<file path="src/rtl/counter_updown_param_pkg.sv">
// Shared mode encoding and helpers for the up/down/skip/load counter.
package counter_updown_param_pkg;

    typedef enum logic [1:0] {
        MODE_UP   = 2'b00,
        MODE_DN   = 2'b01,
        MODE_SKIP = 2'b10,
        MODE_LD   = 2'b11
    } mode_e;

    // Counting modes are everything except load; only they honour cin and flag boundaries.
    function automatic logic is_count_mode(input logic [1:0] m);
        return m != MODE_LD;
    endfunction

endpackage

</file>
<file path="src/rtl/counter_step_alu.sv">
// Combinational next-value and boundary detection for the counting modes.
module counter_step_alu
    import counter_updown_param_pkg::*;
#(
    parameter int WIDTH    = 32,
    parameter int STEP     = 3,
    parameter int SATURATE = 0
) (
    input  logic [WIDTH-1:0] Q,
    input  logic [1:0]       mode,
    output logic [WIDTH-1:0] next_q,
    output logic             at_bnd
);

    localparam logic [WIDTH:0] ONE_X  = (WIDTH+1)'(1);
    localparam logic [WIDTH:0] STEP_X = (WIDTH+1)'(STEP);

    logic [WIDTH:0] q_x;
    logic [WIDTH:0] res_x;

    assign q_x = {1'b0, Q};

    // One extra bit carries the carry/borrow: it is set exactly when the step
    // crosses all-ones (up) or goes below zero (down, skip with Q < STEP).
    always_comb begin
        res_x  = q_x;
        at_bnd = 1'b0;
        case (mode_e'(mode))
            MODE_UP:   res_x = q_x + ONE_X;
            MODE_DN:   res_x = q_x - ONE_X;
            MODE_SKIP: res_x = q_x - STEP_X;
            default:   res_x = q_x;
        endcase
        if (is_count_mode(mode))
            at_bnd = res_x[WIDTH];
        next_q = res_x[WIDTH-1:0];
        if (at_bnd && (SATURATE != 0))
            next_q = (mode_e'(mode) == MODE_UP) ? '1 : '0;
    end

endmodule

</file>
<file path="src/rtl/counter_updown_param.sv">
// Parametrised up/down/skip/load counter with wrap-or-saturate, cascade input
// and combinational terminal count for chaining.
module counter_updown_param
    import counter_updown_param_pkg::*;
#(
    parameter int WIDTH    = 32,
    parameter int STEP     = 3,
    parameter int SATURATE = 0
) (
    input  logic             clk,
    input  logic             reset,
    input  logic             enable,
    input  logic             cin,
    input  logic [1:0]       mode,
    input  logic [WIDTH-1:0] D,
    output logic [WIDTH-1:0] Q,
    output logic             rco,
    output logic             load,
    output logic             tc
);

    logic [WIDTH-1:0] next_q;
    logic             at_bnd;

    counter_step_alu #(
        .WIDTH    (WIDTH),
        .STEP     (STEP),
        .SATURATE (SATURATE)
    ) u_alu (
        .Q      (Q),
        .mode   (mode),
        .next_q (next_q),
        .at_bnd (at_bnd)
    );

    // Terminal count is the look-ahead of rco; the next stage's cin is driven from it.
    assign tc = enable & cin & is_count_mode(mode) & at_bnd;

    // Count register and one-cycle flags; flags clear every edge unless reasserted.
    always_ff @(posedge clk) begin
        if (reset) begin
            Q    <= '0;
            rco  <= 1'b0;
            load <= 1'b0;
        end else begin
            rco  <= 1'b0;
            load <= 1'b0;
            if (enable) begin
                if (!is_count_mode(mode)) begin
                    Q    <= D;
                    load <= 1'b1;
                end else if (cin) begin
                    Q   <= next_q;
                    rco <= at_bnd;
                end
            end
        end
    end

endmodule

</file>
<file path="config.mk">
export PLATFORM = sky130hd
export DESIGN_NAME = counter_updown_param
export DESIGN_NICKNAME = d
export VERILOG_FILES = /design/src/rtl/counter_updown_param_pkg.sv /design/src/rtl/counter_step_alu.sv /design/src/rtl/counter_updown_param.sv
export SDC_FILE = /design/constraint.sdc
export NUM_CORES = 1
export LEC_CHECK = 0
export CAP_MARGIN = 20
export CORE_ASPECT_RATIO = 0.9
export CORE_MARGIN = 2
export CORE_UTILIZATION = 42
export CTS_CLUSTER_SIZE = 12
export DETAILED_ROUTE_END_ITERATION = 6
export GPL_TIMING_DRIVEN = 0
export PLACE_DENSITY = 0.75
export SETUP_SLACK_MARGIN = 0.15
export SYNTH_ARGS = -nofsm -noshare
export SYNTH_HDL_FRONTEND = slang
export SYNTH_SLANG_ARGS = --single-unit
export TNS_END_PERCENT = 50
</file>
<file path="constraint.sdc">
create_clock -name clk -period 5.9 [get_ports clk]
set_input_delay 0.885 -clock clk [delete_from_list [all_inputs] [get_ports clk]]
set_output_delay 0.885 -clock clk [all_outputs]
set_load 0.05 [all_outputs]
</file>
==> out/qor.yml <==
cp_common_cell: "a21oi_2"
worst-r2r-setup-slack_ps: 3080
rr_endpoint: "Q[27]"
synth_cells: 444
h-tree-depth: 2
synth.area.mux_share_pct: 1.86
cts_tree: "built"
start_util_pct: 43.4
startpoint_type: "input port"
swShare_pct: 43.9
path_clk_slew_ps: 90
power_per_cell_area_mw_per_mm2: 245
period_share_pct: 94.2
async_flop_share_pct: 0
antenna_found_initial: 0
worst_setup_path_end_kind: "primary output"
crit_slowest_cell: "or4_4"
critical-path-top-delay-family: "buffers and inverters"
core_region_area_mm2: 0.00758
cp_num_cells: 13
seq_area_frac_synth_pct: 20.7
fin_nets: 599
synth_nets: 521
power_frac_comb_pct: 51.9
grt.overflow.total: 0
period_minus_slack_ps: 5560
grt_pass1_wl_um: 17700
finalHoldViolCount: 0
synth_fa_ha_area_share_pct: 15.0
die_x_um: 97.4
grt_max_degree: 19
hold_path.class: "register to register"
stdcell_area_mm2: 0.00427
cp-startpoint: "mode[0]"
yosys.area_share.xor_xnor_pct: 6.38
synth-simple-area-share_pct: 20.5
area_growth_pct: 29.5
numCtsBuffers: 5
synth_top_family_by_area: "compound AO/OA/AOI/OAI gates"
vias: 3681
path_buf_inv: 3
place_congestion: 0.948
drt_iter0_drc: 283
vias_per_cell: 5.95
clock_path_buffers: 2
worst_pin_slew_ps: 987
maxCapViolCount: 0
portBuffers: 70
postPlaceCellArea_mm2: 0.00414
p_int_w: 0.000587
r2r_start: "Q[4]"
setup_viol: 0
dieArea_mm2: 0.00857
max_slew_margin_pct: 33.7
crit_arrival_ps: 4670
worstPathCellList: "clkdlybuf4s50_1, inv_1, ha_4, ha_1, nand2_1, a2111o_1, a21oi_2, nor2_2, or4_4, a21oi_2, or3_1, and3_1, dlygate4sd2_1"
grt_pass1_vias: 3425
power_frac_seq_pct: 25.8
cp_data_required_time_ps: 5020
wl_per_cell_um: 17.8
synth-compound-area-share_pct: 31.8
reg2reg_depth: 10
antenna_left: 0
status: "completed"
route.detailed.drc: 0
yosys_warnings: 0
ys_seq_elements: 34
cp-endpoint: "tc"
leakagePower_nw: 1.77
tns_ps: 0
dr.pass1.iters: 5
critPathMaxStageDelay_ps: 550
hpwl_um: 8260
dieHeight_um: 88.0
path_class: "input port to primary output"
clk_latency_ps: 300
synth-edff-count: 0
path_max_fanout: 18
wirelength_um: 11000
rsz0062_at_grt: "false"
ys.flop_type: "dfxtp_1"
cts_root_buf: "clkbuf_8"
timing.fmax_mhz: 180
drv_slew: 0
fillCellCount: 746
ys_types: 55
drive_gt1_share_pct: 4.21
synth_area_per_cell_um2: 7.42
cts.sinks: 34
num_io_pins: 73
netlist_area_mm2: 0.00329
diodes: 0
skew_ps: 7.10
p_clk_share_pct: 22.3
switchingPower_w: 0.000460
grt_usage_pct: 25.7
ir_drop_v: 0.000117
rows: 30
## Yosys cell counts, types with 2 or more instances
library cell  instances  area [µm²]
inv_1                 7        26.3
nand3b_1              5        37.5
a31o_2                3        26.3
clkbuf_1             23        86.3
mux2i_1               5        50.1
o21a_1                4        30.0
nand4_1               4        25.0
dfxtp_1              34         681
ha_1                 38         475
o311ai_0              2        17.5
buf_1                 3        11.3
a21o_1               11        82.6
nand3_1              13        65.1
a211o_1               2        17.5
o21ai_0              33         165
a21oi_1              48         240
xor2_1               15         131
a31oi_1               9        56.3
nand2b_1              2        12.5
xnor2_1               9        78.8
nor3_1                6        30.0
or2_2                 2        12.5
and3_1                9        56.3
a21oi_2               2        17.5
o21bai_1              4        30.0
o211ai_1              7        52.6
and2_1                4        25.0
nand2_1              47         176
o22ai_1               8        50.1
or3_1                 4        25.0
nor2_1               40         150
a211oi_1             16         120
a21boi_0              3        22.5
## sequential cells by signal, summed over array words and instances (netlist names)
name,flops
Q,32
load,1
rco,1
## layout by cell type, fill, tap and decap left out, drive strengths merged, types with 8 or more instances in the layout
| cell type | count |
|---|---|
| o21ai | 35 |
| clkdlybuf4s50 | 69 |
| and3 | 9 |
| nor2 | 41 |
| nand2 | 47 |
| clkbuf | 28 |
| a211oi | 16 |
| dfxtp | 34 |
| ha | 38 |
| nand3 | 13 |
| o22ai | 8 |
| a21o | 11 |
| a21oi | 50 |
| a31oi | 9 |
| xor2 | 15 |
| xnor2 | 9 |
## cell type report
class,instances,area [µm²],share of cell area (%)
timing repair buffer,71,727,17.0
buffer,26,97.6,2.29
clock inverter,3,45.0,1.06
inverter,7,26.3,0.616
tap,96,120,2.81
sequential,34,681,15.9
clock buffer,5,68.8,1.61
multi-input combinational,377,2500,58.6
## worst min-delay path: stages (launching register included)
cell,delay [ps]
dfxtp_1,340
nand2_1,60
a21oi_1,50
## stage by stage
stage | setup slack, ps | instances | hold WS, ps | utilization, % | power [W]
after CTS | 218 | 619 | 485 | 56.2 | 0.00104
after global placement | -643 | 610 | 464 | 54.3 | 0.000797
after detailed placement | -268 | 611 | 473 | 54.6 | 0.000809
final | 344 | 619 | 485 | 56.3 | 0.00105
after floorplan | 949 | 444 | 684 | - | 0.000654
after global routing | 177 | 619 | 515 | 56.3 | 0.00111
## worst min path at each step
stage	from	end	slack, ps	cells after the start
floorplan	Q[2]	Q[2]	680	2
global placement	Q[2]	Q[2]	460	2
detailed placement	Q[2]	Q[2]	470	2
CTS	Q[2]	Q[2]	490	2
global route	Q[2]	Q[2]	510	2
finish	Q[2]	Q[2]	480	2
## per-layer routing
metal  GRT usage [%]  share of wire, %  vias to the layer above
li1                -                 -                     1799
met4            4.92               1.3                        0
met1            36.0                48                     1726
met5               0                 0                        -
met2            42.4                44                      144
met3            3.99               6.5                       12
## power by group through the flow
stage          logic [W]  registers [W]  clock network (W)
2_1_floorplan   0.000309       0.000345                  0
3_3_place_gp    0.000521       0.000275                  0
3_5_place_dp    0.000533       0.000276                  0
4_1_cts         0.000536       0.000270           0.000235
5_1_grt         0.000594       0.000274           0.000245
6_report        0.000543       0.000270           0.000233
## kinds of logic after synthesis
group,after synthesis
flops,34
xor+xnor,24
buf+inv,33
simple gates,143
compound gates,165
fa+ha+maj,39
mux,6
## repair_timing
| item | 4_1_cts | 5_1_grt |
|---|---|---|
| setup buffers | 0 | 0 |
| endpoints found under the hold margin | 0 | 0 |
| hold buffers | 0 | 0 |
| endpoints found under the setup margin | 1 | 1 |
| resized for setup | 2 | 1 |
(Power assumes the default switching activity.)
